===== src/rtl/bsg_manycore_mem_stream_tester.sv =====
`timescale 1ns/1ps
// bsg_manycore_mem_stream_tester
//
// Purpose: request-side traffic generator/checker placed directly upstream of
// a manycore memory endpoint. A pass writes num_words_p words with a known
// pattern, reads them back, and checks every return packet. The number of
// outstanding requests is bounded by max_out_credits_p.
//
// Request packet layout (MSB -> LSB):
//   addr[addr_width_p] | op[2] | op_ex[4] (store mask) | reg_id[5] |
//   payload[data_width_p] (load_info in the low bits for loads) |
//   src_y | src_x | dest_y | dest_x
// Return packet layout (MSB -> LSB):
//   pkt_type[2] | data[data_width_p] | reg_id[5] | y_cord | x_cord
//
// Ports:
//   clk_i, reset_i (async, active-high)
//   my_x_i/my_y_i        source coordinates placed in requests
//   dest_x_i/dest_y_i    target memory coordinates, latched on accepted start
//   start_i              begins a pass from IDLE or DONE
//   packet_o/_v_o/packet_ready_i            request channel
//   return_packet_i/_v_i/return_packet_yumi_o  return channel (always accepted)
//   busy_o, done_o, error_count_o (saturating)
module bsg_manycore_mem_stream_tester
  #(parameter int data_width_p = 32
  , parameter int addr_width_p = 16
  , parameter int x_cord_width_p = 4
  , parameter int y_cord_width_p = 4
  , parameter int num_words_p = 64
  , parameter int base_addr_p = 0
  , parameter logic [31:0] pattern_p = 32'hA5A5_5A5A
  , parameter int max_out_credits_p = 8
  , localparam int packet_width_lp = addr_width_p + 2 + 4 + 5 + data_width_p
                                     + 2*(x_cord_width_p + y_cord_width_p)
  , localparam int return_packet_width_lp = 2 + data_width_p + 5
                                            + x_cord_width_p + y_cord_width_p)
  (input  logic                              clk_i
  , input  logic                              reset_i
  , input  logic [x_cord_width_p-1:0]         my_x_i
  , input  logic [y_cord_width_p-1:0]         my_y_i
  , input  logic [x_cord_width_p-1:0]         dest_x_i
  , input  logic [y_cord_width_p-1:0]         dest_y_i
  , input  logic                              start_i
  , output logic [packet_width_lp-1:0]        packet_o
  , output logic                              packet_v_o
  , input  logic                              packet_ready_i
  , input  logic [return_packet_width_lp-1:0] return_packet_i
  , input  logic                              return_packet_v_i
  , output logic                              return_packet_yumi_o
  , output logic                              busy_o
  , output logic                              done_o
  , output logic [15:0]                       error_count_o
  );

  localparam int idx_w_lp    = $clog2(num_words_p + 1);
  localparam int credit_w_lp = $clog2(max_out_credits_p + 1);
  localparam int cord_w_lp   = x_cord_width_p + y_cord_width_p;

  localparam logic [idx_w_lp-1:0]    last_idx_lp    = idx_w_lp'(num_words_p - 1);
  localparam logic [credit_w_lp-1:0] max_credits_lp = credit_w_lp'(max_out_credits_p);

  localparam logic [1:0] e_remote_load    = 2'd0;
  localparam logic [1:0] e_remote_store   = 2'd1;
  localparam logic [1:0] e_return_credit  = 2'd0;
  localparam logic [1:0] e_return_int_wb  = 2'd1;

  localparam logic [2:0] IDLE    = 3'd0;
  localparam logic [2:0] STORE   = 3'd1;
  localparam logic [2:0] DRAIN_S = 3'd2;
  localparam logic [2:0] LOAD    = 3'd3;
  localparam logic [2:0] DRAIN_L = 3'd4;
  localparam logic [2:0] DONE    = 3'd5;

  function automatic logic [data_width_p-1:0] word_data(input logic [idx_w_lp-1:0] k);
    return data_width_p'(pattern_p) ^ data_width_p'(k);
  endfunction

  function automatic logic [15:0] sat_inc(input logic [15:0] v);
    return (v == 16'hFFFF) ? v : v + 16'd1;
  endfunction

  logic [2:0]                state_r;
  logic [idx_w_lp-1:0]       tx_idx_r;
  logic [idx_w_lp-1:0]       rx_idx_r;
  logic [credit_w_lp-1:0]    credits_r;
  logic [15:0]               err_cnt_r;
  logic [x_cord_width_p-1:0] dest_x_r;
  logic [y_cord_width_p-1:0] dest_y_r;

  logic busy, issuing, start_ok, req_hs, ret_hs, credit_inc, ret_bad;

  assign busy     = (state_r == STORE) || (state_r == DRAIN_S)
                 || (state_r == LOAD)  || (state_r == DRAIN_L);
  assign issuing  = (state_r == STORE) || (state_r == LOAD);
  assign start_ok = start_i && ((state_r == IDLE) || (state_r == DONE));

  assign packet_v_o           = issuing && (credits_r != '0);
  assign req_hs               = packet_v_o && packet_ready_i;
  assign return_packet_yumi_o = return_packet_v_i;
  assign ret_hs               = return_packet_v_i;
  // A return outside a pass, or one beyond the outstanding count, must not
  // push the credit count past its maximum.
  assign credit_inc           = ret_hs && busy && (credits_r != max_credits_lp);

  assign busy_o        = busy;
  assign done_o        = (state_r == DONE);
  assign error_count_o = err_cnt_r;

  logic [1:0]              ret_type;
  logic [data_width_p-1:0] ret_data;
  logic [4:0]              ret_reg;
  assign ret_type = return_packet_i[return_packet_width_lp-1 -: 2];
  assign ret_data = return_packet_i[return_packet_width_lp-3 -: data_width_p];
  assign ret_reg  = return_packet_i[cord_w_lp +: 5];
  wire unused_ret_cord = ^return_packet_i[cord_w_lp-1:0];

  always_comb begin
    ret_bad = 1'b0;
    case (state_r)
      STORE, DRAIN_S: ret_bad = (ret_type != e_return_credit);
      LOAD, DRAIN_L:  ret_bad = (ret_type != e_return_int_wb)
                             || (ret_reg != 5'(rx_idx_r))
                             || (ret_data != word_data(rx_idx_r));
      default:        ret_bad = 1'b1;
    endcase
  end

  logic [addr_width_p-1:0] pkt_addr;
  logic [1:0]              pkt_op;
  logic [3:0]              pkt_op_ex;
  logic [4:0]              pkt_reg;
  logic [data_width_p-1:0] pkt_payload;

  always_comb begin
    pkt_addr = addr_width_p'(base_addr_p) + addr_width_p'(tx_idx_r);
    if (state_r == LOAD) begin
      pkt_op      = e_remote_load;
      pkt_op_ex   = 4'h0;
      pkt_reg     = 5'(tx_idx_r);
      pkt_payload = '0;
    end else begin
      pkt_op      = e_remote_store;
      pkt_op_ex   = 4'hF;
      pkt_reg     = 5'd0;
      pkt_payload = word_data(tx_idx_r);
    end
  end

  assign packet_o = {pkt_addr, pkt_op, pkt_op_ex, pkt_reg, pkt_payload,
                     my_y_i, my_x_i, dest_y_r, dest_x_r};

  always_ff @(posedge clk_i) begin
    if (start_ok) begin
      dest_x_r <= dest_x_i;
      dest_y_r <= dest_y_i;
    end
  end

  always_ff @(posedge clk_i or posedge reset_i) begin
    if (reset_i) begin
      state_r   <= IDLE;
      tx_idx_r  <= '0;
      rx_idx_r  <= '0;
      credits_r <= max_credits_lp;
      err_cnt_r <= '0;
    end else if (start_ok) begin
      state_r   <= STORE;
      tx_idx_r  <= '0;
      rx_idx_r  <= '0;
      credits_r <= max_credits_lp;
      err_cnt_r <= '0;
    end else begin
      if (ret_hs && ret_bad)
        err_cnt_r <= sat_inc(err_cnt_r);
      if (ret_hs && busy)
        rx_idx_r <= rx_idx_r + 1'b1;

      case ({req_hs, credit_inc})
        2'b10:   credits_r <= credits_r - 1'b1;
        2'b01:   credits_r <= credits_r + 1'b1;
        default: credits_r <= credits_r;
      endcase

      case (state_r)
        STORE, LOAD: begin
          if (req_hs) begin
            if (tx_idx_r == last_idx_lp)
              state_r <= (state_r == STORE) ? DRAIN_S : DRAIN_L;
            else
              tx_idx_r <= tx_idx_r + 1'b1;
          end
        end
        DRAIN_S: begin
          // The registered count reaching max means every store return has
          // been consumed, including one that coincided with the last store.
          if (credits_r == max_credits_lp) begin
            state_r  <= LOAD;
            tx_idx_r <= '0;
            rx_idx_r <= '0;
          end
        end
        DRAIN_L: begin
          if (credits_r == max_credits_lp)
            state_r <= DONE;
        end
        IDLE, DONE: state_r <= state_r;
        default:    state_r <= IDLE;
      endcase
    end
  end

endmodule


===== config.mk =====
export PLATFORM = sky130hd
export DESIGN_NAME = bsg_manycore_mem_stream_tester
export DESIGN_NICKNAME = d
export VERILOG_FILES = /design/src/rtl/bsg_manycore_mem_stream_tester.sv
export SDC_FILE = /design/constraint.sdc
export NUM_CORES = 1
export LEC_CHECK = 0
export BUFFER_PORTS_ARGS = -buffer_cell sky130_fd_sc_hd__buf_2
export CORE_AREA = 2 2 92 94
export DETAILED_ROUTE_END_ITERATION = 16
export DIE_AREA = 0 0 94 96
export GPL_TIMING_DRIVEN = 1
export PLACE_DENSITY = 0.7
export SYNTH_ARGS = -nofsm -noshare
export SYNTH_HDL_FRONTEND = slang
export SYNTH_SLANG_ARGS = --single-unit

===== constraint.sdc =====
create_clock -name clk_i -period 8.61 [get_ports clk_i]
set_clock_uncertainty 0.15 [all_clocks]
set_input_delay 2.583 -clock clk_i [delete_from_list [all_inputs] [get_ports clk_i]]
set_output_delay 2.583 -clock clk_i [all_outputs]
set_load 0.01 [all_outputs]

Word-level counts from Yosys, hierarchy flattened:

Cells that the tools add are included.

* add/subtract/negate cells: 5
* equal/unequal tests: 21
* muxes and demuxes: 26
* bitwise gates (word level): 2
* reduce and logical (&&, ||, !) cells: 26

Operators with widths (number)
* 7-bit two-way mux: 8
* 16-bit two-way mux: 3
* 32-bit two-way mux: 1
* 32-bit != test: 1
* 4-bit inverter with 16-bit output: 2
* 3-bit two-way mux: 6
* 16-bit by 1-bit adder with 16-bit output, second input constant: 1
* 16-bit equality test, second input constant: 1
* 7-bit by 1-bit adder with 7-bit output, second input constant: 2
* 7-bit one-hot mux with 2 select lines: 1
* 3-bit one-hot mux with 4 select lines: 1
* 3-bit != test, second input constant: 3
* 4-bit two-way mux: 2
* 4-bit one-hot mux with 2 select lines: 1
* 2-bit OR reduction: 4
* 7-bit by 6-bit equality test with 1-bit output, second input constant: 1
* 1-bit logical OR: 7
* 3-bit by 2-bit equality test with 1-bit output, second input constant: 2
* 3-bit equality test, second input constant: 2
* 1-bit logical AND: 6
* 3-bit by 2-bit != test with 1-bit output, second input constant: 2
* 3-bit nonzero test: 2
* 5-bit two-way mux: 1
* 5-bit != test: 1
* other kinds (17): 19

* register bits after elaboration: 45
* input bits: 68
* output and inout bits: 95
* word-level logic and storage cells: 87

Logic depth before layout (Yosys ltp):

Gate-level depths: netlist of run 1.

* depth after elaboration: 9
* depth in mapped cells: 12
* mapped depth without buffers: 11

Worst setup path before layout of run 1:

Ideal clock, no wire load.

* path kind: input port to output port
* from: input my_x_i[2]
* to: output packet_o[10]
* arrival time: 2702 ps
* slack: 3175 ps
* stages: 1
* buffers on the path: 1
* cells stage by stage: buf_4

RTL lines
* from (decl): RTL line 39 `, input logic [x_cord_width_p-1:0] my_x_i`
* to (decl): RTL line 44 `, output logic [packet_width_lp-1:0] packet_o`

No word-level cell between the ends.

Worst setup path after layout of run 1:

* from: input return_packet_v_i
* to: output return_packet_yumi_o

RTL lines
* from (decl): RTL line 48 `, input logic return_packet_v_i`
* to (decl): RTL line 49 `, output logic return_packet_yumi_o`

No word-level cell between the ends.

==> summary.md, run 1 <==
| Metric | Value |
|---|---|
| Outcome | `finished, final reports clean` |
| Fraction of synthesized cell area taken by the top area cell type | `0.286` |
| Non-Filler Instances | `around 530` |
| Fraction of layout instances using a drive strength above 1 | `0.365` |
| Peak clock frequency supported by timing | `between 0.15 and 0.2 GHz` |
| Max Buffers Root-to-Sink | `2` |
| Number of clock sinks | `45` |
| Min-delay worst type | `reg -> reg` |
| Number of hold buffers added after CTS | `0` |
| Number of rows created at floorplan | `33` |
| Full die area | `about 9000 sq um` |
| Number of port buffers | `~120` |
| First-pass GRT wire length | `10700 um` |
| Clock buffers created by TritonCTS | `5` |
| Final Routed Wirelength | `6720 um` |
| Synthesized instance count | `334` |
| WP buf/inv | `2` |
| Arrival time reported for the critical path endpoint | `approximately 2.8 ns` |
| Required time reported for the critical path endpoint | `roughly 5.9 ns` |
| GRT Total Usage | `0.147` |
| Post-detailed-route via-to-cell ratio | `4.87` |
| Initial core utilization | `0.391` |
| Count of unique library cells instantiated by Yosys | `approximately 60` |
| Die outline height | `between 90 and 100 um` |
| Number of placed cells counting well taps | `about 520` |
| Rel. slew slack | `0.244` |
| DP Wirelength | `about 5100 um` |
| Residual DRC | `0` |
| Via count of the first global-routing pass | `around 2300` |
| Synthesized flop and latch total | `45` |
| Setup fix buffers added after clock tree synthesis | `0` |
| Total congestion overflow after global routing | `0` |
| Vias post-DR | `around 2600` |
| Total area of multi-input combinational cells | `between 1500 and 2000 sq um` |
| Minimum clock period | `between 5 and 6 ns` |
| CTS clock-pin slew for the worst setup and hold paths | `0.08 ns` |
| Number of I/O pins | `163` |
| Critical path type | `in -> out` |
| Unrepaired setup endpoints after global routing | `no` |
| Largest net degree at the start of global routing | `38` |
| Number of failing hold endpoints at the final stage | `0` |
| Global placement routability congestion | `between 0.7 and 0.8` |
| Final nets | `495` |
| Endpoint class of the critical path | `output pin` |
| Register-to-register setup slack | `5.37 ns` |
| Setup-violating endpoint count in the final report | `0` |
| Main synth FF type | `dfrtp_1` |
| Clk Latency, worst-skew pair | `about 0.3 ns` |
| Diodes inserted | `0` |
| Most numerous cell on the critical path | `buf_2` |
| Max-cap check violation count | `0` |
| Violation count after the first detailed-routing iteration | `90` |
| WL per Instance | `about 13 um` |
| Minimum hold slack | `0.389 ns` |
| Slew Viols, Final | `0` |
| Critical-path maximum fanout | `3` |
| Signed area change from the synthesized netlist to the final layout | `13.5%` |
| Iteration count of the initial detailed-routing pass | `4` |
| Leakage | `1.69 nW` |
| Mean instance size in the synthesized netlist | `9.43 sq um` |
| Async set-or-reset flop fraction in the synthesized netlist | `0.822` |
| Area taken by flip-flops and latches | `around 1200 sq um` |
| Sort of element at the start of the critical path | `input pin` |
| Cells along the critical path | `buf_2 > buf_2` |
| Count of H-tree levels built during CTS | `2` |
| Peak VDD IR | `a little over 0.09 mV` |
| Yosys top cell by area | `dfrtp_1` |
| Leading cell types by total area after synthesis | `dfrtp_1 29%, buf_4 11%, edfxtp_1 7.6%` |
| Sequential-to-total area share from yosys stat | `0.371` |
| Number of antenna violations at the first check in global routing | `0` |
| Clock Tree Root | `clkbuf_8` |
| Ys Warns | `0` |
| Total Neg Setup Slack | `0 ns` |
| Biggest cell delay along the critical path | `between 0.1 and 0.15 ns` |
| Number of enable flip-flop cells after synthesis | `8` |
| Resized cells post-CTS | `0` |
| Cell Area, Synth | `between 3000 and 4000 sq um` |
| Die boundary width | `~94 um` |
| Antenna violation net count after detailed routing | `0` |
| Post-route clock period utilization | `0.647` |
| Cell family with most CP delay | `buffers and inverters` |
| Power Dens Cells | `between 200 and 250 nW/um^2` |
| Cell at the slowest stage of the critical path | `buf_2` |
| Clock tree from TritonCTS | `yes` |
| Core region area | `around 8100 sq um` |
| Filler cell count in the final layout | `around 800` |
| Worst-Margin Slew | `1.13 ns` |
[synth_stat cells, types with 8 or more instances]
cell type,number
inv_1,13
dfrtp_1,36
nand3_1,15
a21oi_1,12
edfxtp_1,8
and3_1,10
buf_4,48
or3_1,10
nand2_1,16
o21ai_0,13
and2_1,10
nor2_1,25
[cells in the final DEF (no fill, tap or decap), types with 4 or more instances in the layout]
cell type  synthesis  layout
a21oi_1           12      12
a21oi_2            5       5
and2_1            10      10
and3_1            10      10
and4bb_2           4       4
buf_2              2     115
clkbuf_8           0       5
conb_1             1      23
dfrtp_1           36      36
edfxtp_1           8       8
ha_1               5       5
inv_1             13      13
nand2_1           16      16
nand2b_1           4       4
nand3_1           15      15
nor2_1            25      25
nor3_1             7       7
nor3b_1            4       4
o211ai_1           4       4
o21ai_0           13      13
o21ai_2            5       5
o31ai_1            6       6
or3_1             10      10
or4_1              6       6
xnor2_1            7       7
xor2_1             6       6
[cells by family (layout without fill, tap and decap cells)]
kind of cell | count (synthesis) | after routing | share of synthesized area
simple gates | 130 | 130 | 0.244
buf+inv | 73 | 139 | 0.168
compound gates | 62 | 62 | 0.138
flops | 45 | 45 | 0.371
xor+xnor | 15 | 15 | 0.0465
fa+ha+maj | 6 | 6 | 0.0262
mux | 2 | 2 | 0.00635
other cells | 1 | 23 | 0.00119
[stage by stage]
step | cell area, sq um | power (mW) | worst slack (ns) | util
floorplan | 3230 | 0.532 | 3.17 | -
global placement | 3490 | 0.600 | 3.04 | 0.433
detailed placement | 3490 | 0.614 | 3.04 | 0.433
CTS | 3580 | 0.751 | 3.04 | 0.444
global route | 3580 | 0.804 | 3.02 | 0.444
finish | 3580 | 0.741 | 3.04 | 0.444
[layout make-up]
class	instances	share of cell area
repair buffers	116	0.163
multi-input cells	238	0.430
flip-flops and latches	45	0.326
inverters	15	0.0185
clock buffers	5	0.0192
well taps	105	0.0367
clock inverters	3	0.00595
[power breakdown]
part | internal [mW] | switching [mW] | total, mW
sequential | 0.271 | 0.0760 | 0.347
combinational | 0.126 | 0.134 | 0.260
clock | 0.0576 | 0.0758 | 0.133
total | 0.455 | 0.286 | 0.741
[routing by layer]
layer,up-vias,routed length [um],GRT usage
met5,-,0,0
met1,1205,2980,0.201
met4,0,36,0.0411
met3,5,398,0.0321
li1,1280,-,-
met2,77,3310,0.237
[state kept, by name (all words and copies together), names as in the netlist]
name           cells
dest_x_r           4
error_count_o     16
dest_y_r           4
rx_idx_r           7
tx_idx_r           7
credits_r          4
state_r            3
[final timing paths]
kind,start,end,cells after the start
setup reg to reg,state_r[0]$_DFFE_PP0P_,error_count_o[13]$_DFFE_PP0P_,7
min in group asynchronous,reset_i,error_count_o[10]$_DFFE_PP0P_,3
hold reg to reg,tx_idx_r[5]$_DFFE_PP0P_,tx_idx_r[5]$_DFFE_PP0P_,1
hold / removal,tx_idx_r[5]$_DFFE_PP0P_,tx_idx_r[5]$_DFFE_PP0P_,1
setup / recovery,return_packet_v_i,return_packet_yumi_o,2
max in group asynchronous,reset_i,credits_r[3]$_DFFE_PP1P_,3
No activity file was read; power rests on OpenSTA's default activity.
==> run 2: changes to the inputs <==
==> constraint.sdc (replaced) <==
create_clock -name clk_i -period 5.2 [get_ports clk_i]
set_clock_uncertainty 0.15 [all_clocks]
set_input_delay 1.56 -clock clk_i [delete_from_list [all_inputs] [get_ports clk_i]]
set_output_delay 1.56 -clock clk_i [all_outputs]
set_load 0.01 [all_outputs]
==> run 2 against run 1 <==
Effect of this change:
- via count increased by 1.7%
- sequential power up 65%
- sequential share of layout area is essentially flat
- setup slack worse by 1.5 ns
- clock power rose by 62%
- cell count grew 0.19%
- cell area grew 0.10%
- first-iteration DRC count is 5.6% higher
- routed wire length increased by 2.2%
- combinational power is 67% higher
- non-clock buffer count increased by 1
- critical endpoint is now credits_r[3]$_DFFE_PP1P_
==> summary.md, run 2 (same netlist as run 1, synthesis figures left out) <==
| Metric | Value |
|---|---|
| Non-Filler Instances | `528 (+0.19%)` |
| Resized cells post-CTS | `0 (unchanged)` |
| Worst-Margin Slew | `1.01 ns (-0.124 ns)` |
| Residual DRC | `0 (unchanged)` |
| Core region area | `8050 sq um (unchanged)` |
| Hold path start | `tx_idx_r[5]$_DFFE_PP0P_` |
| Most used cells in the layout excluding fill and tap cells | `115 x buf_2, 36 x dfrtp_1, 25 x nor2_1` |
| Violation count after the first detailed-routing iteration | `95 (+5.6%)` |
| Number of rows created at floorplan | `33 (unchanged)` |
| Count of H-tree levels built during CTS | `2 (unchanged)` |
| Cells along the critical path | `buf_2 > nor3b_2 > nor3b_2 > inv_1 > ha_1 > a21o_1 > a21o_1 > a21oi_1 > a22oi_1 > xnor2_1 > nand2_1` |
| Diodes inserted | `0 (unchanged)` |
| Die outline height | `96 um (unchanged)` |
| Total Neg Setup Slack | `0 ns (unchanged)` |
| Full die area | `9020 sq um (unchanged)` |
| Clk Latency, worst-skew pair | `0.30 ns (about the same)` |
| Minimum clock period | `between 3 and 4 ns` |
| Sequential Power Share | `0.469 (about the same)` |
| Clock Tree Root | `clkbuf_8` |
| Post-route clock period utilization | `0.697` |
| DP Wirelength | `5230 um (+2.4%)` |
| Required time reported for the critical path endpoint | `5.28 ns (-0.60 ns)` |
| Clock buffers created by TritonCTS | `5 (unchanged)` |
| Die boundary width | `94 um (unchanged)` |
| WL per Instance | `13.0 um (+2.1%)` |
| Cell count of the worst hold path | `1 (unchanged)` |
| Max Buffers Root-to-Sink | `2 (unchanged)` |
| Part of the total power dissipated in combinational logic | `0.354 (+0.003)` |
| Number of placed cells counting well taps | `520 (+0.19%)` |
| Fraction of layout instances using a drive strength above 1 | `0.364 (-0.000863)` |
| Min-delay worst type | `reg -> reg` |
| GRT Total Usage | `0.153 (+0.00566)` |
| Peak clock frequency supported by timing | `0.276 GHz` |
| Clock tree from TritonCTS | `yes` |
| Critical-path maximum fanout | `8 (+5)` |
| Antenna violation net count after detailed routing | `0 (unchanged)` |
| Final instance area | `3580 sq um (+0.10%)` |
| R2r startpoint | `state_r[0]$_DFFE_PP0P_` |
| CTS clock-pin slew for the worst setup and hold paths | `0.08 ns (about the same)` |
| Power Dens Cells | `342 nW/um^2 (+65%)` |
| Number of failing hold endpoints at the final stage | `0 (unchanged)` |
| Outcome | `finished, final reports clean` |
| Leakage | `1.69 nW (+0.33%)` |
| Unrepaired setup endpoints after global routing | `no` |
| Global placement routability congestion | `0.835 (+4.5%)` |
| Number of hold buffers added after CTS | `0 (unchanged)` |
| Endpoint class of the critical path | `flip-flop` |
| Critical path type | `in -> reg` |
| Cell area reported after detailed placement | `3490 sq um (+0.22%)` |
| Post-detailed-route via-to-cell ratio | `4.94 (+1.5%)` |
| Min-Delay Endpoint | `tx_idx_r[5]$_DFFE_PP0P_` |
| First-pass GRT wire length | `11000 um (+3.6%)` |
| Power, Total | `1.22 mW (+65%)` |
| Peak VDD IR | `0.155 mV (+71%)` |
| Clock share of power | `0.177 (-0.003)` |
| Minimum hold slack | `0.403 ns (+0.0139 ns)` |
| Register-to-register setup slack | `2.11 ns (-3.26 ns)` |
| Number of antenna violations at the first check in global routing | `0 (unchanged)` |
| Max-cap check violation count | `0 (unchanged)` |
| Biggest cell delay along the critical path | `0.49 ns (+0.36 ns)` |
| Max FFs per register | `16 (unchanged)` |
| Iteration count of the initial detailed-routing pass | `4 (unchanged)` |
| Sort of element at the start of the critical path | `input pin` |
| Reg-to-reg critical path endpoint | `credits_r[3]$_DFFE_PP1P_` |
| Vias post-DR | `2610 (+1.7%)` |
| Number of I/O pins | `163 (unchanged)` |
| Final nets | `496 (+0.20%)` |
| Cell at the slowest stage of the critical path | `nor3b_2` |
| Signed area change from the synthesized netlist to the final layout | `13.6%` |
| Switching pwr | `0.472 mW (+65%)` |
| Slew Viols, Final | `0 (unchanged)` |
| Initial core utilization | `0.391 (unchanged)` |
| Largest net degree at the start of global routing | `32 (-16%)` |
| Via count of the first global-routing pass | `2382 (+5.2%)` |
| Arrival time reported for the critical path endpoint | `3.70 ns (+0.86 ns)` |
| Final Routed Wirelength | `6870 um (+2.2%)` |
| Rel. slew slack | `0.326 (+0.0819)` |
| Number of port buffers | `115 (unchanged)` |
| Setup fix buffers added after clock tree synthesis | `0 (unchanged)` |
| Internal power consumption | `0.751 mW (+65%)` |
| Total congestion overflow after global routing | `0 (unchanged)` |
| Most common cell after layout, fill and taps aside | `buf_2` |
| Number of clock sinks | `45 (unchanged)` |
| Switching Fraction | `0.386 (about the same)` |
| Reg2Reg Depth | `11 (+4)` |
| Setup-violating endpoint count in the final report | `0 (unchanged)` |
-- run 2: cell types whose count changed in the layout (fill, tap and decap cells not counted), sizes merged --
cell	before	now
buf	116	117
clkinv	1	3
clkinvlp	1	0
inv	16	15
-- run 2: cell type report --
cell class / instances / area (sq um)
clock buffer: 5 / 68.8
clock inverter: 3 / 17.5
fill: 819 / 4470
inverter: 15 / 66.3
multi-input combinational: 238 / 1540
sequential: 45 / 1170
tap: 105 / 131
timing repair buffer: 117 / 591
-- run 2: metal layers --
layer / vias to the layer above / track usage / part of all wire
met3: 7 / 0.0298 / 0.060
li1: 1285 / - / -
met1: 1238 / 0.193 / 0.42
met4: 0 / 0.0423 / 0.0086
met2: 80 / 0.268 / 0.51
met5: - / 0 / 0
-- run 2: per-stage QoR --
stage                util  worst slack, ns
finish              0.445             1.58
global placement    0.434             1.32
CTS                 0.445             1.56
global route        0.445             1.31
floorplan               -             1.67
detailed placement  0.434             1.27
-- run 2: worst max-delay path by stage --
stage                                 startpoint                        to  slack [ns]  cells after the start
after floorplan                return_packet_v_i  credits_r[3]$_DFFE_PP1P_        1.67                      9
after global placement         return_packet_v_i  credits_r[3]$_DFFE_PP1P_        1.32                     10
after detailed placement       return_packet_v_i  credits_r[3]$_DFFE_PP1P_        1.27                     10
after CTS                 state_r[0]$_DFFE_PP0P_              packet_o[21]        1.56                      4
after global routing           return_packet_v_i  credits_r[3]$_DFFE_PP1P_        1.31                     11
final                          return_packet_v_i  credits_r[3]$_DFFE_PP1P_        1.58                     11
-- run 2: power by group through the flow --
| stage | Combinational [mW] | Clock (mW) | Sequential, mW |
|---|---|---|---|
| after floorplan | 0.309 | 0 | 0.571 |
| after global placement | 0.420 | 0 | 0.575 |
| after detailed placement | 0.435 | 0 | 0.580 |
| after CTS | 0.438 | 0.223 | 0.574 |
| after global routing | 0.499 | 0.239 | 0.594 |
| final | 0.433 | 0.216 | 0.574 |
-- run 2: critical path, delay by kind of cell --
family | cells | cell delay [ns]
adder cells (fa/ha/maj) | 1 | 0.28
XOR/XNOR | 1 | 0.15
AO/OA/AOI/OAI | 4 | 0.56
buffers and inverters | 2 | 0.22
AND/OR/NAND/NOR | 3 | 0.92
